### src/rtl/alu_ctrl_pkg.sv
`default_nettype none
// +--------------------------------------------------------------------+
// | alu_ctrl_pkg: FSM encoding, width defaults and shared ALU opcodes  |
// | Rev 1.0                                                            |
// +--------------------------------------------------------------------+
package alu_ctrl_pkg;

   localparam int WIDTH_DEF  = 8;
   localparam int CODE_W_DEF = 3;

   localparam logic [CODE_W_DEF-1:0] ALU_ADD = 3'b001;

   typedef enum logic [1:0] {
      ST_IDLE = 2'd0,
      ST_EXEC = 2'd1,
      ST_RESP = 2'd2
   } state_t;

   function automatic logic [1:0] onehot2(input logic idx);
      return idx ? 2'b10 : 2'b01;
   endfunction

endpackage
`default_nettype wire

### src/rtl/alu_share_ctrl_if.sv
`default_nettype none
// +--------------------------------------------------------------------+
// | alu_share_ctrl_if: requester, ALU and response bundle              |
// | Rev 1.0                                                            |
// +--------------------------------------------------------------------+
interface alu_share_ctrl_if #(
   parameter int WIDTH  = alu_ctrl_pkg::WIDTH_DEF,
   parameter int CODE_W = alu_ctrl_pkg::CODE_W_DEF
);
   logic [1:0]          req_valid;
   logic [1:0]          req_ready;
   logic [2*WIDTH-1:0]  req_a;
   logic [2*WIDTH-1:0]  req_b;
   logic [2*CODE_W-1:0] req_code;
   logic [WIDTH-1:0]    alu_a;
   logic [WIDTH-1:0]    alu_b;
   logic [CODE_W-1:0]   alu_code;
   logic [WIDTH-1:0]    alu_out;
   logic                alu_carry;
   logic                alu_zero;
   logic [1:0]          resp_valid;
   logic [1:0]          resp_ready;
   logic [WIDTH-1:0]    resp_data;
   logic                resp_carry;
   logic                resp_zero;
   logic                busy;

   // Controller side
   modport slave (
      input  req_valid, req_a, req_b, req_code, alu_out, alu_carry, alu_zero, resp_ready,
      output req_ready, alu_a, alu_b, alu_code, resp_valid, resp_data, resp_carry, resp_zero, busy
   );

   // Requesters plus ALU side
   modport master (
      output req_valid, req_a, req_b, req_code, alu_out, alu_carry, alu_zero, resp_ready,
      input  req_ready, alu_a, alu_b, alu_code, resp_valid, resp_data, resp_carry, resp_zero, busy
   );
endinterface
`default_nettype wire

### src/rtl/rr_arb2.sv
`default_nettype none
// +--------------------------------------------------------------------+
// | rr_arb2: two-way round-robin arbiter, one-hot grant                |
// | Rev 1.0                                                            |
// +--------------------------------------------------------------------+
module rr_arb2 (
   input  wire logic [1:0] req_i,
   input  wire logic       last_owner_i,
   input  wire logic       en_i,
   output logic [1:0]      grant_o
);

   // On a tie the requester that did not win last time goes first
   always_comb begin
      grant_o = 2'b00;
      if (en_i) begin
         case (req_i)
            2'b01:   grant_o = 2'b01;
            2'b10:   grant_o = 2'b10;
            2'b11:   grant_o = last_owner_i ? 2'b01 : 2'b10;
            default: grant_o = 2'b00;
         endcase
      end
   end

endmodule
`default_nettype wire

### src/rtl/alu_share_ctrl.sv
`default_nettype none
// +--------------------------------------------------------------------+
// | alu_share_ctrl: shares one ALU between two requesters              |
// | Rev 1.0                                                            |
// +--------------------------------------------------------------------+
module alu_share_ctrl
   import alu_ctrl_pkg::*;
#(
   parameter int WIDTH  = WIDTH_DEF,
   parameter int CODE_W = CODE_W_DEF
) (
   input  wire logic        clk,
   input  wire logic        reset,
   alu_share_ctrl_if.slave  bus
);

   state_t            state_q, state_d;
   logic              owner_q;
   logic              last_owner_q;
   logic [WIDTH-1:0]  a_q, b_q;
   logic [CODE_W-1:0] code_q;
   logic [WIDTH-1:0]  data_q;
   logic              carry_q, zero_q;
   logic [1:0]        grant;
   logic              g_idx;
   logic              arb_en;

   assign arb_en = (state_q == ST_IDLE) && !reset;
   assign g_idx  = grant[1];

   rr_arb2 u_arb (
      .req_i        (bus.req_valid),
      .last_owner_i (last_owner_q),
      .en_i         (arb_en),
      .grant_o      (grant)
   );

   always_comb begin
      state_d        = state_q;
      bus.req_ready  = grant;
      bus.resp_valid = 2'b00;
      case (state_q)
         ST_IDLE: if (grant != 2'b00) state_d = ST_EXEC;
         ST_EXEC: state_d = ST_RESP;
         ST_RESP: begin
            bus.resp_valid = onehot2(owner_q);
            if (bus.resp_ready[owner_q]) state_d = ST_IDLE;
         end
         default: state_d = ST_IDLE;
      endcase
   end

   always_ff @(posedge clk) begin
      if (reset) begin
         state_q      <= ST_IDLE;
         owner_q      <= 1'b0;
         last_owner_q <= 1'b1;
         a_q          <= '0;
         b_q          <= '0;
         code_q       <= '0;
         data_q       <= '0;
         carry_q      <= 1'b0;
         zero_q       <= 1'b0;
      end else begin
         state_q <= state_d;
         if (state_q == ST_IDLE && grant != 2'b00) begin
            a_q          <= g_idx ? bus.req_a[2*WIDTH-1:WIDTH]     : bus.req_a[WIDTH-1:0];
            b_q          <= g_idx ? bus.req_b[2*WIDTH-1:WIDTH]     : bus.req_b[WIDTH-1:0];
            code_q       <= g_idx ? bus.req_code[2*CODE_W-1:CODE_W] : bus.req_code[CODE_W-1:0];
            owner_q      <= g_idx;
            last_owner_q <= g_idx;
         end
         // The ALU result is only meaningful at the end of EXEC
         if (state_q == ST_EXEC) begin
            data_q  <= bus.alu_out;
            carry_q <= bus.alu_carry;
            zero_q  <= bus.alu_zero;
         end
      end
   end

   assign bus.alu_a      = a_q;
   assign bus.alu_b      = b_q;
   assign bus.alu_code   = code_q;
   assign bus.resp_data  = data_q;
   assign bus.resp_carry = carry_q;
   assign bus.resp_zero  = zero_q;
   assign bus.busy       = !reset && (state_q != ST_IDLE);

endmodule
`default_nettype wire
### src/flat_wrapper.sv
// flat-port wrapper written by rule: the top's interface ports become plain ports
module alu_share_ctrl_flat import alu_ctrl_pkg::*;
#(
   parameter int WIDTH  = WIDTH_DEF,
   parameter int CODE_W = CODE_W_DEF
)
  (clk, reset, bus_req_valid, bus_req_a, bus_req_b, bus_req_code, bus_alu_out, bus_alu_carry, bus_alu_zero, bus_resp_ready, bus_req_ready, bus_alu_a, bus_alu_b, bus_alu_code, bus_resp_valid, bus_resp_data, bus_resp_carry, bus_resp_zero, bus_busy);
  alu_share_ctrl_if #(.WIDTH(WIDTH), .CODE_W(CODE_W)) bus_i ();
  input  wire logic clk;
  input  wire logic reset;
  input wire logic [$bits(bus_i.req_valid)-1:0] bus_req_valid;
  input wire logic [$bits(bus_i.req_a)-1:0] bus_req_a;
  input wire logic [$bits(bus_i.req_b)-1:0] bus_req_b;
  input wire logic [$bits(bus_i.req_code)-1:0] bus_req_code;
  input wire logic [$bits(bus_i.alu_out)-1:0] bus_alu_out;
  input wire logic [$bits(bus_i.alu_carry)-1:0] bus_alu_carry;
  input wire logic [$bits(bus_i.alu_zero)-1:0] bus_alu_zero;
  input wire logic [$bits(bus_i.resp_ready)-1:0] bus_resp_ready;
  output wire logic [$bits(bus_i.req_ready)-1:0] bus_req_ready;
  output wire logic [$bits(bus_i.alu_a)-1:0] bus_alu_a;
  output wire logic [$bits(bus_i.alu_b)-1:0] bus_alu_b;
  output wire logic [$bits(bus_i.alu_code)-1:0] bus_alu_code;
  output wire logic [$bits(bus_i.resp_valid)-1:0] bus_resp_valid;
  output wire logic [$bits(bus_i.resp_data)-1:0] bus_resp_data;
  output wire logic [$bits(bus_i.resp_carry)-1:0] bus_resp_carry;
  output wire logic [$bits(bus_i.resp_zero)-1:0] bus_resp_zero;
  output wire logic [$bits(bus_i.busy)-1:0] bus_busy;
  assign bus_i.req_valid = bus_req_valid;
  assign bus_i.req_a = bus_req_a;
  assign bus_i.req_b = bus_req_b;
  assign bus_i.req_code = bus_req_code;
  assign bus_i.alu_out = bus_alu_out;
  assign bus_i.alu_carry = bus_alu_carry;
  assign bus_i.alu_zero = bus_alu_zero;
  assign bus_i.resp_ready = bus_resp_ready;
  assign bus_req_ready = bus_i.req_ready;
  assign bus_alu_a = bus_i.alu_a;
  assign bus_alu_b = bus_i.alu_b;
  assign bus_alu_code = bus_i.alu_code;
  assign bus_resp_valid = bus_i.resp_valid;
  assign bus_resp_data = bus_i.resp_data;
  assign bus_resp_carry = bus_i.resp_carry;
  assign bus_resp_zero = bus_i.resp_zero;
  assign bus_busy = bus_i.busy;
  alu_share_ctrl #(.WIDTH(WIDTH), .CODE_W(CODE_W)) u_core (.clk(clk), .reset(reset), .bus(bus_i));
endmodule
### config.mk
export PLATFORM = sky130hd
export DESIGN_NAME = alu_share_ctrl_flat
export DESIGN_NICKNAME = d
export VERILOG_FILES = /design/src/rtl/alu_ctrl_pkg.sv /design/src/rtl/alu_share_ctrl_if.sv /design/src/rtl/rr_arb2.sv /design/src/rtl/alu_share_ctrl.sv /design/src/flat_wrapper.sv
export SDC_FILE = /design/constraint.sdc
export NUM_CORES = 1
export LEC_CHECK = 0
export ABC_AREA = 1
export CAP_MARGIN = 20
export CORE_MARGIN = 4
export CORE_UTILIZATION = 35
export DETAILED_ROUTE_END_ITERATION = 6
export GPL_ROUTABILITY_DRIVEN = 0
export PLACE_DENSITY = 0.87
export SLEW_MARGIN = 15
export SYNTH_ARGS = -nofsm -noshare
export SYNTH_HDL_FRONTEND = slang
export SYNTH_SLANG_ARGS = --single-unit
### constraint.sdc
create_clock -name clk -period 1.3 [get_ports clk]
set_clock_uncertainty 0.2 [all_clocks]
set_input_delay 0.26 -clock clk [delete_from_list [all_inputs] [get_ports clk]]
set_output_delay 0.26 -clock clk [all_outputs]
set_load 0.05 [all_outputs]
* Word level (Yosys, flattened, before mapping)
Index checks and enable logic that the tools add are counted.
Word-level totals: bits in registers 33, bits of input ports 54, output and inout bits 34, logic and storage cells 38
Cells by class: magnitude comparators 1, equal/unequal tests 7, mux-type cells 13, reductions and logical operators 8
Operator list (number):
- two-way mux 8 bit | 2
- two-way mux 2 bit | 6
- one-hot mux 2 bit (3 select lines) | 2
- equality test 2 bit, second input constant | 3
- equality test 2 x 1 -> 1 bit, second input constant | 2
- nonzero test 2 bit | 2
- logical AND 1 bit | 3
- two-way mux 3 bit | 1
- logical NOT 2 bit | 1
- < comparator 1 x 2 -> 1 bit, second input constant | 1
- two-way mux 1 bit | 2
- != test 2 x 1 -> 1 bit, second input constant | 1
- != test 2 bit, second input constant | 1
- AND reduction 2 bit | 1
- logical NOT 1 bit | 1

* Longest topological paths before layout
Gate-level depths: netlist (run 1).
word-level depth 6, depth in mapped cells 8, gate-level depth less buffers 6

* Hierarchy
A second synthesis (run 1) with hierarchy kept.
Unflattened totals: cells, all modules 258, area total of the unflattened synthesis 1565.3 um^2
By module, submodules not included:
- alu_share_ctrl | instances 1, cells each 253, area an instance 1544.0 um^2, seq. area each 660.6 um^2
- rr_arb2 | instances 1, cells each 5, area an instance 21.3 um^2, seq. area each 0.0 um^2

* Worst setup path before layout (run 1)
OpenSTA, ideal clock, no wires.
kind register to output, start register u_core.state_q[1], end output bus_req_ready[0], arrival 1.863 ns, data required time 0.840 ns, slack -1.023 ns, cell stages (with the launch flop) 5, cells stage by stage dfxtp_1 -> nor2_4 -> nand2_2 -> buf_2 -> a211oi_1
On the way: longest elaborated chain between the ends 3
Ends and longest elaborated chain:
- start: declaration | RTL line alu_share_ctrl.sv:17 | state_t state_q, state_d;
- start signal: assignment | RTL line alu_share_ctrl.sv:65 | state_q <= state_d;
- logical NOT 2 bit | RTL line alu_share_ctrl.sv:28 | assign arb_en = (state_q == ST_IDLE) && !reset;
- logical AND 1 bit | RTL line alu_share_ctrl.sv:28
- two-way mux 2 bit | RTL line rr_arb2.sv:16 | if (en_i) begin
- end: declaration | RTL line flat_wrapper.sv:19 | output wire logic [$bits(bus_i.req_ready)-1:0] bus_req_ready;
No other way between the ends.

* Final worst setup path (run 1)
start register u_core.state_q[0], end output bus_req_ready[0]
Same word-level chain as after synthesis.

==> results of run 1 <==
==> what timing repair did <==
item | in CTS | in global routing
gates resized for setup | 29 | 92
pin swaps | 16 | 22
endpoints found under the setup margin | 40 | 53
cloned | 2 | 3
setup buffers | 4 | 7
==> state kept, by name, indices dropped and copies added (netlist names) <==
| register | count |
|---|---|
| u_core.bus.alu_b | 8 |
| u_core.bus.alu_a | 8 |
| u_core.bus.alu_code | 3 |
| u_core.owner_q | 1 |
| u_core.bus.resp_carry | 1 |
| u_core.bus.resp_zero | 1 |
| u_core.state_q | 2 |
| u_core.bus.resp_data | 8 |
| u_core.last_owner_q | 1 |
==> routing by layer <==
metal / wire, microns / track usage / part of all wire
met5: 0 / 0 / 0
met4: 156 / 0.0854 / 0.023
met3: 584 / 0.0580 / 0.088
met2: 3410 / 0.339 / 0.51
met1: 2500 / 0.220 / 0.38
==> worst reg2reg max path, cell delays in order, from the launching register on <==
cell      delay (ns)
dfxtp_2         0.34
nor2_4          0.14
nand2_4         0.10
buf_6           0.14
a21oi_4         0.26
buf_12          0.21
clkinv_8        0.10
nand2_2         0.07
a21oi_1         0.06
==> cell usage after synthesis <==
cell      number  area share
nand2_1       24       0.056
nand2_2        1      0.0039
inv_1         26       0.061
clkbuf_1       6       0.014
buf_6          3       0.021
nor2_4         2       0.014
o21bai_1      19       0.088
buf_2          6       0.019
a21oi_1       21       0.065
nand3_1       38        0.12
dfxtp_1       33        0.41
a211oi_1       1      0.0047
buf_4          1      0.0047
o211ai_1       1      0.0047
o21ai_0       10       0.031
inv_2          4      0.0093
a21oi_4        1       0.010
nor3_1         2      0.0062
nor2_1        26       0.061
==> metrics by stage <==
| step | hold slack [ns] | instances |
|---|---|---|
| after floorplan | 0.195 | 225 |
| after global placement | 0.286 | 365 |
| after detailed placement | 0.294 | 365 |
| after CTS | 0.298 | 378 |
| after global routing | 0.296 | 385 |
| final | 0.287 | 385 |
==> layout make-up <==
cell class	count	area, sq um	share of cell area
clock inverters	1	7.51	0.00213
inverters	30	130	0.0370
repair inverters	3	38.8	0.0110
repair buffers	114	1470	0.417
clock buffers	6	82.6	0.0235
well taps	52	65.1	0.0185
flip-flops and latches	33	698	0.199
multi-input cells	146	1030	0.293
==> path summary, 6_finish.rpt <==
path	startpoint	to	slack [ns]	depth (start not counted)
setup / recovery	u_core.state_q[0]	bus_req_ready[0]	-0.42	4
hold / removal	u_core.bus.alu_a[7]	u_core.bus.alu_a[7]	0.29	2
setup reg to reg	u_core.state_q[0]	u_core.bus.alu_b[0]	-0.41	8
hold reg to reg	u_core.bus.alu_a[7]	u_core.bus.alu_a[7]	0.29	2
==> power by group through the flow <==
stage / Clock [W] / Combinational (W) / Sequential, W
6_report: 0.000795 / 0.00147 / 0.00121
5_1_grt: 0.000848 / 0.00155 / 0.00122
4_1_cts: 0.000808 / 0.00128 / 0.00119
3_5_place_dp: 0 / 0.00122 / 0.00121
3_3_place_gp: 0 / 0.00120 / 0.00120
2_1_floorplan: 0 / 0.000380 / 0.00142
==> logic make-up (layout without fill, tap and decap cells) <==
logic type | after synthesis | after routing
flops | 33 | 33
simple gates | 93 | 93
buf+inv | 46 | 154
compound gates | 53 | 53
==> impl_metrics.yaml, run 1 <==
power_and_ir_drop:
  clkPwrFrac: 0.229
  power_density_mw_per_mm2: 989
  p_int_w: 0.00224
  p_switching_w: 0.00124
  comb_power_share: 0.423
  seqPwrFrac: 0.348
  vdd_ir_drop_max_uv: 696
  power_w: 0.00348
  p_leak_nw: 1.42
  swShare: 0.355
critical_path:
  cp.required_ns: 0.84
  crit_type: "reg -> out"
  cp-end-kind: "primary output"
  cp_max_fo: 4
  cp_data_arrival_time_ns: 1.26
  critPathTopFamily: "flip-flops"
  critPathSlowestCell: "dfxtp_2"
  start_kind: "flop"
  path_cells: "nor2_4, nand2_4, a211oi_4, buf_12"
  slowest_delay_ns: 0.34
  crit_buf_inv: 1
synthesis:
  yosysWarnings: 0
  synth_compound_area_frac: 0.204
  synth_area_per_cell_sq_um: 7.17
  synth_nets: 279
  synth_top_family_by_area: "simple AND/OR/NAND/NOR gates"
  synthMuxAreaShare: 0
  synth_xor_area_frac: 0
  yosys.area_share.adder: 0
  synth_area_sq_mm: 0.00161
  yosys_register_bits: 33
  ys_seq_area_frac: 0.410
  syn_inst: 225
  synth_cell_type_count: 19
  synthSimpleGateAreaFrac: 0.258
sta:
  relSlewSlack: 0.763
  setup-tns-final_ns: -11.33
  final.period_utilization: 1.33
  period_minus_slack_ns: 1.72
  hold_violations: 0
  rsz0062_at_grt: "true"
  worst_pin_slew_ns: 0.355
  fmax_mhz: 580
  timing.final.ws_setup_ns: -0.423
  drv_slew: 0
  setup_viol: 38
floorplan:
  start_util: 0.365
  dieArea_sq_mm: 0.00576
  die_x_microns: 75.9
  coreArea_sq_mm: 0.00441
  dieHeight_microns: 75.9
  rows: 24
  ios: 88
clocking:
  cts-hold-fix-buffers: 0
  cts_sinks: 33
  cts_made_buffers: 5
  clkSlewWorstSetupHoldPaths_ns: 0.07
  root_buffer: "clkbuf_8"
  htreeDepth: 2
  clock_path_buffers: 2
  clk_latency_ns: 0.28
  cts_tree: "built"
global_routing:
  grt_max_degree: 21
  grt_pass1_wl_microns: 8600
  grt_pass1_vias: 1936
  overflow: 0
  antenna_found_initial: 0
  track_usage: 0.196
hold_path:
  hold_class: "reg -> reg"
routing:
  wl_per_cell_microns: 17.3
  vias: 2022
  finalWirelength_microns: 6660
  vias_per_cell: 5.25
  drc: 0
  dr.pass1.iters: 4
  ant_nets: 0
  drt_iter0_markers: 99
job:
  drv_cap: 0
final_layout:
  final_area_sq_mm: 0.00352
  layout-drive-gt1-share: 0.471
  final_cell_mix: "clkdlybuf4s50_1, buf_12, nand3_1"
  nets: 387
  diodes: 0
  n_fill_cell: 239
  syn_to_final_growth_pct: 118
  fin_util: 0.797
  final_common_cell: "clkdlybuf4s50_1"
outcome:
  violations: "negative setup slack"
  status: "complete, but fails checks"
placement:
  dp_hpwl_microns: 4040
  place_ws_ns: -0.605
  place_area_sq_mm: 0.00296
  port_buffers: 87
Power figures use the tool's default switching activity.
==> run 2: changes to the inputs <==
CORE_ASPECT_RATIO = 0.8   (was unset)
MAX_ROUTING_LAYER = met4   (was unset)
==> run 2 against run 1 <==
Effect of this change:
- the flow still finishes with violations (negative setup slack)
- power increased by 3.4%
- combinational power up 11%
- setup slack worse by 0.020 ns
- fmax fell by 1.2%
- critical path depth stayed put
- largest cell class unchanged
==> impl_metrics.yaml, run 2 (synthesis results as in run 1) <==
sta:
  timing.final.ws_setup_ns: -0.444
  rsz0062_at_grt: "true"
  final.period_utilization: 1.34
  hold_violations: 0
  drv_slew: 0
  relSlewSlack: 0.756
  worst_pin_slew_ns: 0.365
  fmax_mhz: 574
  setup_viol: 37
  period_minus_slack_ns: 1.74
hold_path:
  hold_start: "u_core.bus.alu_a[3]"
  hold_class: "reg -> reg"
  whs_path_depth: 2
  hold_end: "u_core.bus.alu_a[3]"
final_layout:
  final_common_cell: "clkdlybuf4s50_1"
  layout-drive-gt1-share: 0.519
  final_cell_mix: "clkdlybuf4s50_1, buf_12, dfxtp_2"
  syn_to_final_growth_pct: 131
  nets: 390
  diodes: 0
clocking:
  cts-hold-fix-buffers: 0
  cts_sinks: 33
  clk_latency_ns: 0.29
  cts_made_buffers: 5
  clock_path_buffers: 2
  cts_tree: "built"
  htreeDepth: 2
  clkSlewWorstSetupHoldPaths_ns: 0.07
  root_buffer: "clkbuf_8"
routing:
  vias: 2142
  drt_iter0_markers: 155
  vias_per_cell: 5.44
  finalWirelength_microns: 7940
  wl_per_cell_microns: 20.1
  ant_nets: 0
  dr.pass1.iters: 4
  drc: 0
critical_path:
  cp_data_arrival_time_ns: 1.28
  crit_type: "reg -> out"
  cp.required_ns: 0.84
  path_cells: "nor2_4, nand2_4, a211oi_4, buf_12"
  start_kind: "flop"
  r2r_end: "u_core.bus.alu_b[7]"
  critPathSlowestCell: "dfxtp_2"
  cp-end-kind: "primary output"
  reg2reg_slack_ns: -0.39
  cp_max_fo: 4
  reg2reg_depth: 8
  critPathTopFamily: "flip-flops"
  crit_buf_inv: 1
  timing.rr.start: "u_core.state_q[0]"
  slowest_delay_ns: 0.34
placement:
  port_buffers: 87
  dp_hpwl_microns: 4100
  place_ws_ns: -0.585
global_routing:
  grt_pass1_vias: 1937
  track_usage: 0.222
  antenna_found_initial: 0
  grt_max_degree: 21
  overflow: 0
  grt_pass1_wl_microns: 9630
floorplan:
  die_x_microns: 83.9
  rows: 21
  ios: 88
  coreArea_sq_mm: 0.00431
  dieHeight_microns: 68.7
  start_util: 0.374
  dieArea_sq_mm: 0.00576
job:
  drv_cap: 0
power_and_ir_drop:
  p_leak_nw: 1.45
  vdd_ir_drop_max_uv: 919
  power_density_mw_per_mm2: 965
  power_w: 0.00360
outcome:
  status: "complete, but fails checks"
  violations: "negative setup slack"
run 2: cell types whose count changed in the layout (fill, tap and decap cells not counted), sizes merged:
cell,change
buf,+4
clkbuf,+1
inv,-1
run 2: cell type report:
class,count,area [sq um]
fillers,200,584
repair inverters,1,7.51
clock buffers,6,72.6
multi-input cells,146,1140
flip-flops and latches,33,699
well taps,57,71.3
repair buffers,119,1590
inverters,30,133
clock inverters,2,10.0
run 2: what timing repair did:
| action | CTS | global route |
|---|---|---|
| pin swaps | 28 | 30 |
| cloned | 3 | 2 |
| setup buffers | 8 | 6 |
| gates resized for setup | 46 | 90 |
| setup endpoints to repair | 33 | 58 |
run 2: metal layers:
layer / vias to the layer above / share of wire / track usage
li1: 953 / - / -
met5: - / 0 / -
met3: 21 / 0.078 / 0.0784
met4: 0 / 0.031 / 0.0562
met2: 119 / 0.53 / 0.417
met1: 1049 / 0.37 / 0.227
run 2: how the worst max path moves through the flow:
| stage | depth (start not counted) | startpoint | endpoint | slack [ns] |
|---|---|---|---|---|
| after floorplan | 4 | u_core.state_q[0] | bus_req_ready[0] | -0.35 |
| after global placement | 6 | reset | u_core.bus.alu_code[1] | -0.52 |
| after detailed placement | 6 | reset | u_core.bus.alu_code[2] | -0.58 |
| after CTS | 4 | u_core.state_q[0] | bus_req_ready[0] | -0.41 |
| after global routing | 4 | u_core.state_q[0] | bus_req_ready[0] | -0.49 |
| final | 4 | u_core.state_q[0] | bus_req_ready[0] | -0.44 |
run 2: power by group:
group	total [W]	switching [W]	internal [W]
Combinational	0.00163	0.000837	0.000792
Clock	0.000756	0.000385	0.000371
Sequential	0.00121	0.0000987	0.00111
run 2: metrics by stage:
stage | util | hold WS [ns] | instance area [sq um] | setup TNS [ns] | cells
global placement | 0.690 | 0.286 | 2970 | -13.69 | 369
global route | 0.864 | 0.303 | 3720 | -11.87 | 394
CTS | 0.769 | 0.291 | 3310 | -8.13 | 388
detailed placement | 0.690 | 0.293 | 2970 | -15.04 | 369
floorplan | - | 0.195 | 1670 | -1.68 | 225
finish | 0.864 | 0.296 | 3720 | -10.10 | 394
run 2: tightest hold or removal path, stage by stage (launching register included):
cell and delay (ns):
dfxtp_2 0.34, nand2_1 0.06, a21oi_1 0.05
==> run 3: changes to the inputs <==
CORE_UTILIZATION = 55   (was 35)
DONT_BUFFER_PORTS = 1   (was unset)
PLACE_DENSITY = 0.84   (was 0.87)
==> run 3 against run 2 <==
Effect of this change:
- the run now fails in global routing
- synthesized cell count stayed put
- synthesized area stayed put
==> impl_metrics.yaml, run 3 <==
synthesis:
  synthFlopType: "dfxtp_1"
  synth_cell_type_count: 19
  yosysWarnings: 0
  synth_edf_count: 0
  synth_nets: 279
  synth_area_per_cell_sq_um: 7.17
  synth_top_cell_by_area: "dfxtp_1"
  async_flop_share: 0
  ys_seq_area_frac: 0.410
  synth_area_sq_mm: 0.00161
  synth_common_cells: "nand3_1, dfxtp_1, inv_1, nor2_1, nand2_1"
  synth_top_area_frac: 0.410
  syn_inst: 225
  synth_area_leaders: "dfxtp_1, nand3_1, o21bai_1"
  synth_most_common_cell: "nand3_1"
  yosys_register_bits: 33
floorplan:
  ios: 88
  die_x_microns: 68.5
  start_util: 0.579
  rows: 17
  dieHeight_microns: 56.4
sta:
  worstEpCategory: "top-level output"
  crit_endpoint: "bus_req_ready[1]"
clocking:
  root_buffer: "clkbuf_8"
  clock_path_buffers: 2
  cts_made_buffers: 5
  cts_sinks: 33
  htreeDepth: 2
outcome:
  error_line: "[ERROR DPL-0038] Utilization greater than 100%, impossible to legalize"
  status: "stopped before the end"
  stop_stage: "global routing"
placement:
  port_buffers: 0
  dpl.cell_count: 299
  dp_hpwl_microns: 3260
  place_area_sq_mm: 0.00206
global_routing:
  grt_max_degree: 22
==> run 3: cell counts after synthesis <==
Identical to the previous run, type by type.
==> run 3: cell families after synthesis <==
logic type      share of synthesized area
compound gates                      0.204
simple gates                        0.258
flops                               0.410
buf+inv                             0.128
==> run 3: repair_timing <==
| action | CTS |
|---|---|
| hold endpoints to repair | 31 |
| setup endpoints to repair | 29 |
| cloned | 4 |
| pin swaps | 35 |
| hold buffers | 13 |
| resized for setup | 61 |
| setup buffers | 7 |
==> run 3: through the flow <==
stage | setup WS [ns] | TNS (ns)
after floorplan | -0.345 | -1.68
after global placement | -0.128 | -2.78
after detailed placement | -0.145 | -3.18
after CTS | -0.373 | -7.62
==> run 4: changes to the inputs <==
CORE_ASPECT_RATIO = unset   (was 0.8)
CORE_UTILIZATION = 40   (was 55)
MAX_ROUTING_LAYER = unset   (was met4)
PLACE_DENSITY = unset   (was 0.84)
PLACE_DENSITY_LB_ADDON = 0.15   (was unset)
clock period = 1.7 ns   (was 1.3 ns; I/O delays follow)
==> run 4 against run 3 <==
Effect of this change:
- the flow now finishes, with violations (negative setup slack)
==> impl_metrics.yaml, run 4 (synthesis results as in run 1) <==
critical_path:
  cp_max_fo: 5
  start_kind: "flop"
  cp.required_ns: 1.16
  cp-end-kind: "primary output"
  crit_type: "reg -> out"
  cp_data_arrival_time_ns: 1.24
sta:
  period_minus_slack_ns: 1.78
  setup_viol: 1
  final.period_utilization: 1.05
  fmax_mhz: 562
  hold_violations: 0
  relSlewSlack: 0.424
  drv_slew: 0
  rsz0062_at_grt: "true"
  worst_pin_slew_ns: 0.861
  hold_ws_ns: 0.00132
  timing.final.ws_setup_ns: -0.0792
  setup-tns-final_ns: -0.0792
routing:
  drc: 0
  drt_iter0_markers: 83
  dr.pass1.iters: 4
  ant_nets: 0
  finalWirelength_microns: 4520
  wl_per_cell_microns: 15.9
  vias: 1523
  vias_per_cell: 5.34
floorplan:
  coreArea_sq_mm: 0.00377
  dieHeight_microns: 71.5
  rows: 22
  die_x_microns: 71.5
  ios: 88
  dieArea_sq_mm: 0.00511
  start_util: 0.428
hold_path:
  hold_class: "in -> reg"
power_and_ir_drop:
  vdd_ir_drop_max_uv: 576
  power_density_mw_per_mm2: 1070
  p_leak_nw: 0.788
global_routing:
  overflow: 0
  grt_max_degree: 22
  grt_pass1_vias: 1518
  antenna_found_initial: 0
  track_usage: 0.177
  grt_pass1_wl_microns: 7070
final_layout:
  final_common_cell: "nand3_1"
  n_fill_cell: 380
  syn_to_final_growth_pct: 18.0
  instances_no_fill: 285
  layout-drive-gt1-share: 0.148
  final_cell_mix: "nand3_1, dfxtp_1, inv_1"
  final_area_sq_mm: 0.00190
  diodes: 0
  nets: 291
placement:
  place_ws_ns: 0.152
  port_buffers: 0
  place_area_sq_mm: 0.00172
  dpl.cell_count: 270
  dp_hpwl_microns: 3230
clocking:
  clkSlewWorstSetupHoldPaths_ns: 0.07
  htreeDepth: 2
  cts_tree: "built"
  cts_sinks: 33
  root_buffer: "clkbuf_8"
  cts_made_buffers: 5
  clk_latency_ns: 0.29
  clock_path_buffers: 2
job:
  drv_cap: 0
outcome:
  violations: "negative setup slack"
  status: "complete, but fails checks"
[run 4: power by group]
group          leakage, nW  internal, W  switching, W
Clock               0.0443     0.000321      0.000275
Combinational        0.472     0.000139      0.000228
Sequential           0.271     0.000840      0.000242
[run 4: final timing paths]
path,from,to,slack [ns],cells after the start
worst max-delay path,u_core.state_q[0],bus_req_ready[0],-0.08,4
worst min register to register,u_core.owner_q,u_core.owner_q,0.30,2
worst max register to register,u_core.state_q[0],u_core.bus.alu_a[4],0.16,6
worst min-delay path,bus_alu_out[7],u_core.bus.resp_data[7],0.001,2
[run 4: what timing repair did]
item                                   CTS  global route
resized for setup                        3             4
endpoints found under the hold margin   27             0
hold buffers                             7             0
setup endpoints to repair                4             5
pin swaps                                1             0
buffers inserted                         1             0
[run 4: per-stage QoR]
stage          utilization  power (W)
2_1_floorplan            -    0.00135
3_3_place_gp         0.456    0.00142
3_5_place_dp         0.456    0.00143
4_1_cts              0.501    0.00206
5_1_grt              0.505    0.00213
6_report             0.505    0.00204
[run 4: metal layers]
| layer | vias up | track usage | part of all wire |
|---|---|---|---|
| met5 | - | 0 | 0 |
| met1 | 705 | 0.190 | 0.41 |
| li1 | 746 | - | - |
| met3 | 10 | 0.0659 | 0.080 |
| met2 | 62 | 0.303 | 0.48 |
| met4 | 0 | 0.0919 | 0.026 |
[run 4: critical path, stage by stage, from the launching register on]
cell and delay, ns:
dfxtp_2 0.34, nor2_4 0.14, nand2_4 0.10, a211oi_4 0.20, buf_12 0.17
[run 4: final cells by class]
| cell class | instances | area (sq um) | share of cell area |
|---|---|---|---|
| Inverter | 30 | 113 | 0.0592 |
| Timing Repair Buffer | 21 | 208 | 0.109 |
| Multi-Input combinational cell | 146 | 773 | 0.406 |
| Clock buffer | 7 | 86.3 | 0.0454 |
| Tap cell | 48 | 60.1 | 0.0316 |
| Sequential cell | 33 | 663 | 0.348 |
